File: config.mk
export PLATFORM = sky130hd
export DESIGN_NAME = seg_scan_ctrl
export DESIGN_NICKNAME = d
export VERILOG_FILES = /design/src/rtl/seg_pkg.sv /design/src/rtl/seg_tick_gen.sv /design/src/rtl/seg_scan_ctrl.sv
export SDC_FILE = /design/constraint.sdc
export NUM_CORES = 1
export LEC_CHECK = 0
export CAP_MARGIN = 20
export CORE_ASPECT_RATIO = 0.7
export CORE_MARGIN = 2
export CORE_UTILIZATION = 49
export CTS_CLUSTER_DIAMETER = 100
export DETAILED_ROUTE_END_ITERATION = 8
export GPL_ROUTABILITY_DRIVEN = 1
export PLACE_DENSITY = 0.77
export SYNTH_ARGS = -nofsm -noshare
export SYNTH_HDL_FRONTEND = slang
export SYNTH_HIERARCHICAL = 1
export SYNTH_SLANG_ARGS = --single-unit
File: constraint.sdc
create_clock -name clk -period 2 [get_ports clk]
set_input_delay 0.4 -clock clk [delete_from_list [all_inputs] [get_ports clk]]
set_output_delay 0.4 -clock clk [all_outputs]
set_load 0.01 [all_outputs]
File: src/rtl/seg_pkg.sv
// -----------------------------------------------------------------------------
// seg_pkg
// Shared definitions for the 7-segment scan controller.
//   - FSM state encoding (IDLE / LOAD / SCAN)
//   - default digit count and refresh prescale
//   - width of the digit index buses
// -----------------------------------------------------------------------------
package seg_pkg;

    localparam int SEG_NUM_DIGITS = 8;      // digits sequenced by default
    localparam int SEG_PRESCALE   = 50000;  // clk cycles per refresh slot
    localparam int SEG_SEL_W      = 3;      // width of digit index buses

    typedef enum logic [1:0] {
        IDLE = 2'd0,
        LOAD = 2'd1,
        SCAN = 2'd2
    } state_t;

endpackage : seg_pkg

File: src/rtl/seg_tick_gen.sv
// -----------------------------------------------------------------------------
// seg_tick_gen
// Free-running prescale counter 0..PRESCALE-1. tick is high during the last
// count of every period, i.e. once every PRESCALE cycles. clr holds the
// counter at 0 (synchronous).
//
// Ports
//   clk   in   rising-edge clock
//   rst   in   asynchronous active-low reset
//   clr   in   synchronous clear, counter restarts at 0
//   tick  out  1 while the counter sits at PRESCALE-1
// -----------------------------------------------------------------------------
module seg_tick_gen #(
    parameter int PRESCALE = seg_pkg::SEG_PRESCALE
) (
    input  logic clk,
    input  logic rst,
    input  logic clr,
    output logic tick
);

    localparam int CW = (PRESCALE > 1) ? $clog2(PRESCALE) : 1;
    localparam logic [CW-1:0] CNT_MAX = CW'(PRESCALE - 1);

    logic [CW-1:0] cnt;

    // NOTE: sequential state is updated with non-blocking assignments so every
    // flop samples the pre-edge values, independent of block ordering.
    always_ff @(posedge clk or negedge rst) begin
        if (!rst) begin
            cnt <= '0;
        end else if (clr || cnt == CNT_MAX) begin
            cnt <= '0;
        end else begin
            cnt <= cnt + CW'(1);
        end
    end

    assign tick = (cnt == CNT_MAX);

endmodule : seg_tick_gen

File: src/rtl/seg_scan_ctrl.sv
// -----------------------------------------------------------------------------
// seg_scan_ctrl
// Sequences the loading of NUM_DIGITS digit registers after a multiplier
// result becomes valid, then time-multiplexes the digits onto the display.
//
//   IDLE : wait for a rising edge on done
//   LOAD : load_en=1, seg_mux_sel steps 0..NUM_DIGITS-1 (one digit per cycle)
//   SCAN : one digit enabled at a time (an active low), advancing every
//          PRESCALE cycles
//
// A done edge during LOAD is remembered in a single pending flag and replays
// the whole LOAD sequence right after the current one. A done edge during
// SCAN restarts LOAD immediately. Every output comes straight from a flop.
//
// Ports
//   clk          in   rising-edge clock
//   rst          in   asynchronous active-low reset
//   done         in   multiplier result-valid level
//   seg_mux_sel  out  digit index for the segment mux / register load
//   load_en      out  load strobe to the digit registers
//   scan_sel     out  digit index currently displayed
//   an           out  active-low digit enables
//   busy         out  high while loading
// -----------------------------------------------------------------------------
module seg_scan_ctrl
    import seg_pkg::*;
#(
    parameter int NUM_DIGITS = SEG_NUM_DIGITS,
    parameter int PRESCALE   = SEG_PRESCALE
) (
    input  logic                  clk,
    input  logic                  rst,
    input  logic                  done,
    output logic [SEG_SEL_W-1:0]  seg_mux_sel,
    output logic                  load_en,
    output logic [SEG_SEL_W-1:0]  scan_sel,
    output logic [NUM_DIGITS-1:0] an,
    output logic                  busy
);

    localparam logic [SEG_SEL_W-1:0] LAST_DIGIT = SEG_SEL_W'(NUM_DIGITS - 1);
    localparam logic [NUM_DIGITS-1:0] ONE_HOT_0 = NUM_DIGITS'(1);

    state_t                  state, state_d;
    logic                    done_q1, done_q2;
    logic                    rise;
    logic                    pending, pending_d;
    logic [SEG_SEL_W-1:0]    mux_sel_d, scan_sel_d;
    logic [NUM_DIGITS-1:0]   an_d;
    logic                    tick, tick_clr;

    // Edge detect works on two registered copies of done, so done never
    // reaches an output through logic alone.
    assign rise = done_q1 && !done_q2;

    // The counter is held at 0 whenever we are not in SCAN, and also on the
    // cycle we leave it, so each SCAN entry begins a fresh full slot.
    assign tick_clr = (state != SCAN) || (state_d != SCAN);

    seg_tick_gen #(
        .PRESCALE (PRESCALE)
    ) u_tick_gen (
        .clk  (clk),
        .rst  (rst),
        .clr  (tick_clr),
        .tick (tick)
    );

    // NOTE: every signal driven here gets a default first so no path leaves
    // it unassigned, which would otherwise infer a latch.
    always_comb begin
        state_d    = state;
        pending_d  = pending;
        mux_sel_d  = '0;
        scan_sel_d = scan_sel;

        unique case (state)
            IDLE: begin
                pending_d  = 1'b0;
                scan_sel_d = '0;
                if (rise) begin
                    state_d = LOAD;
                end
            end

            LOAD: begin
                scan_sel_d = '0;
                if (seg_mux_sel == LAST_DIGIT) begin
                    // An edge arriving on the last cycle counts as pending too.
                    if (pending || rise) begin
                        state_d   = LOAD;
                        pending_d = 1'b0;
                    end else begin
                        state_d = SCAN;
                    end
                end else begin
                    mux_sel_d = seg_mux_sel + SEG_SEL_W'(1);
                    pending_d = pending || rise;
                end
            end

            SCAN: begin
                if (rise) begin
                    state_d    = LOAD;
                    scan_sel_d = '0;
                end else if (tick) begin
                    scan_sel_d = (scan_sel == LAST_DIGIT) ? '0
                                                          : scan_sel + SEG_SEL_W'(1);
                end
            end

            default: begin
                state_d    = IDLE;
                pending_d  = 1'b0;
                scan_sel_d = '0;
            end
        endcase

        an_d = '1;
        if (state_d == SCAN) begin
            an_d = ~(ONE_HOT_0 << scan_sel_d);
        end
    end

    // Outputs are registered from the next-state values so they line up with
    // the state they describe.
    always_ff @(posedge clk or negedge rst) begin
        if (!rst) begin
            state       <= IDLE;
            done_q1     <= 1'b0;
            done_q2     <= 1'b0;
            pending     <= 1'b0;
            seg_mux_sel <= '0;
            scan_sel    <= '0;
            an          <= '1;
            load_en     <= 1'b0;
            busy        <= 1'b0;
        end else begin
            state       <= state_d;
            done_q1     <= done;
            done_q2     <= done_q1;
            pending     <= pending_d;
            seg_mux_sel <= mux_sel_d;
            scan_sel    <= scan_sel_d;
            an          <= an_d;
            load_en     <= (state_d == LOAD);
            busy        <= (state_d == LOAD);
        end
    end

endmodule : seg_scan_ctrl

==> summary.md <==
| Metric | Value |
|---|---|
| Status | finished with violations |
| Violated checks | setup timing |
| Power per cell area | 774 nW/um2 |
| Root Buffer Master | clkbuf_8 |
| Detailed Place HPWL | 2140 um |
| Chip Height | 52.0 um |
| Final setup slack of the worst path | -0.0426 ns |
| Max Clock Freq | 490 MHz |
| Top cell type by total area after synthesis | dfrtp_1 |
| Critical-path maximum fanout | 4 |
| Cell count after synthesis | 142 |
| Proportion of synthesized chip area in sequential cells | between 50% and 60% |
| TritonRoute pass-1 iters | 4 |
| Total of max-cap violations | 0 |
| Depth of the worst register-to-register path | 6 |
| Share of Yosys cell area claimed by the top area cell type | 43.4% |
| Clock tree skew after final layout | roughly 0.0055 ns |
| Clock insertion delay at the later pin of the skew report | between 0.2 and 0.3 ns |
| Maximum single-stage delay on the critical path | 0.56 ns |
| Endpoint type of the worst setup path | flip-flop |
| Number of enable-type register cells in the synthesized netlist | 0 |
| Global-route usage over all layers | 19.2% |
| Via density per instance | ~5.3 |
| Routed length per instance | about 15 um |
| Number of warnings reported in the yosys synthesis log | 6 |
| Arrival time at the worst endpoint | around 2.2 ns |
| Wire length after detailed routing | 3130 um |
| Launch point of the critical path | u_tick_gen/cnt[12] |
| P&R area growth vs syn | 28.6% |
| Reg2reg setup slack | -0.04 ns |
| Portion of the clock cycle consumed by the worst path in the final layout | 102% |
| Sequential group share of total power | between 50% and 60% |
| Largest net degree at the start of global routing | 37 |
| Unrepaired setup endpoints after global routing | true |
| Kind of critical path | reg2reg |
| Yosys reg bits | 36 |
| Fraction of synthesis flops using an asynchronous set or reset pin | 100% |
| Capture instance of the worst register-to-register path | an[0] |
| Switching Share | 24.7% |
| Leakage power of the design | 0.826 nW |
| End point of the worst hold path | done_q2 |
| Startpoint of the lowest-slack register-to-register path | u_tick_gen/cnt[12] |
| Final hold violation count | 0 |
| Standard cell with the maximum stage delay on the critical path | or4b_4 |
| Ranking of synthesized cells by instance count | dfrtp_1 (28), nor2_1 (24), xnor2_1 (13) |
| Peak supply drop | 0.714 mV |
| Post-detailed-route count of antenna-violating nets | 0 |
| GPL Wtd Cong | 0.894 |
| Synthesized area | 1610 um2 |
| Post-layout total power | 1.61 mW |
| Clock net sink count | 36 |
| Final setup violation count | 5 |
| Post-placement setup slack | -0.0604 ns |
| IO Pins | 19 |
| Most common cell in the synthesized netlist | dfrtp_1 |
| Initial antenna violation count | 0 |
| Via count of the first global-routing pass | roughly 1100 |
| Worst hold-check path type | reg2reg |
| Slew margin rel. | 59.7% |
| Die area | 3780 um2 |
| Setup tns final | -0.144 ns |
| Internal power component | 1.21 mW |
| Final core occ | approximately 66% |
| Final slew viol count | 0 |
| Clock tree buffer depth | 2 |
| Clock-pin transition on the worst setup and hold timing paths | 0.07 ns |
| Cells along the critical path | or4b_4, nor4_4, buf_4, mux2i_4, and3_4, a31oi_1 |
| H-tree level count | 2 |
| Initial core utilization | 51.3% |
| Min-Delay Startpoint | done_q1 |
| Transition at the pin with the smallest max-transition slack | ~0.60 ns |
| Count of buffers inserted at the top-level ports | 18 |
| Fraction of final layout cells sized beyond drive strength 1 | roughly 22% |
| Number of design rule violations left after detail routing | 0 |
| Startpoint class of the critical path | flip-flop |
| Clock tree from TritonCTS | built |
| Data required time at the worst endpoint | 2.19 ns |
| Die width | 72.6 um |
| Hold bufs inserted after CTS | 0 |
| Global-route wire length before repair | 5190 um |
| Syn Area/Cell | between 10 and 15 um2 |
| Syn nets | 150 |
| Share of power burned in combinational logic | 15.4% |
| Total global routing overflow | 0 |
| Net count of the finished layout | 183 |
| Total number of placement rows | 17 |
| Num CTS Buffers | 5 |
| Minimum clock period | about 2.0 ns |
| Power spent charging and discharging nets | slightly below 400 uW |
| Main flop type after synthesis | dfrtp_1 |
| Via count | 1139 |
| Worst hold stages | 0 |
| Initial detailed-routing violation count | 81 |
| Unique cell type count in the Yosys netlist | 34 |
| Clock network fraction of design power | 33.0% |
| Cell types occupying the most area after synthesis | dfrtp_1 (43%), dfstp_2 (13%), xnor2_1 (7.1%) |
| Total inserted antenna cells | 0 |
| Core region area | 3150 um2 |
[layout make-up]
cell class,instances,area [um2]
repair buffers,30,295
inverters,4,15.0
multi-input cells,98,717
clock buffers,8,90.1
well taps,38,47.5
fillers,243,1070
flip-flops and latches,36,911
[timing repair]
action | CTS | global route
pin swaps | 2 | 8
buffers inserted | 0 | 1
resized for setup | 6 | 5
endpoints found under the setup margin | 10 | 24
[routing by layer]
layer  wire (um)  vias up  track usage, %
met4          59        0            8.33
met1        1460      553            26.4
met2        1480       30            28.5
met5           0        -               0
li1            -      549               -
met3         130        7            5.23
[cells in the final DEF, fill, tap and decap left out, types with 2 or more instances in the layout]
master           count
nor4_1               4
clkdlybuf4s50_1     18
nand2_1              5
a21oi_1              3
nand3_2              2
nand3_1             10
buf_12               2
mux2_4               2
clkbuf_1             2
dfrtp_1             28
o21ai_0              2
nand2b_1             2
mux2i_4              3
clkbuf_8             6
nand4_1              3
ha_1                 5
dfstp_2              8
inv_1                4
nor3_1               4
buf_4               10
xnor2_1             13
nor2_1              24
[worst max-delay path: cells and delay by family, from the launching register on]
family | cells | cell delay [ns]
buffers and inverters | 1 | 0.18
AO/OA/AOI/OAI | 1 | 0.08
AND/OR/NAND/NOR | 3 | 1.04
multiplexers | 1 | 0.25
flip-flops | 1 | 0.39
[through the flow]
stage                     std cells  cell area [um2]  hold slack (ns)
after floorplan                 142             1620            0.104
final                           214             2080            0.401
after CTS                       213             2040            0.397
after global routing            214             2080            0.417
after detailed placement        205             1920            0.383
after global placement          205             1920            0.379
[flip-flops by register name (all words and copies together) (netlist names)]
signal	count
u_tick_gen/cnt	16
an	8
scan_sel	3
seg_mux_sel	3
state	2
busy	1
done_q1	1
done_q2	1
pending	1
[cells by family (layout without fill, tap and decap cells)]
logic type / count (synthesis) / in the layout / share of synthesized area, %
and+or+nand+nor: 67 / 67 / 22.9
DFF: 36 / 36 / 56.4
adders and majority gates: 5 / 5 / 3.88
AOI/OAI and AO/OA: 7 / 7 / 2.40
buffers and inverters: 8 / 42 / 3.26
muxes: 5 / 5 / 3.49
xor gates and xnor gates: 14 / 14 / 7.60
[power by group through the flow]
stage	clock (mW)	combinational, mW	sequential, mW
after floorplan	0	0.109	0.854
after global placement	0	0.236	0.837
after detailed placement	0	0.250	0.842
after CTS	0.542	0.251	0.829
after global routing	0.574	0.276	0.836
final	0.530	0.247	0.829
[how the worst max path moves through the flow]
stage	end	slack (ns)
after global placement	an[6]	-0.02
after CTS	an[0]	-0.04
final	an[0]	-0.04
after detailed placement	an[0]	-0.06
after floorplan	an[0]	-0.002
after global routing	an[4]	-0.13
Power figures use the tool's default switching activity.
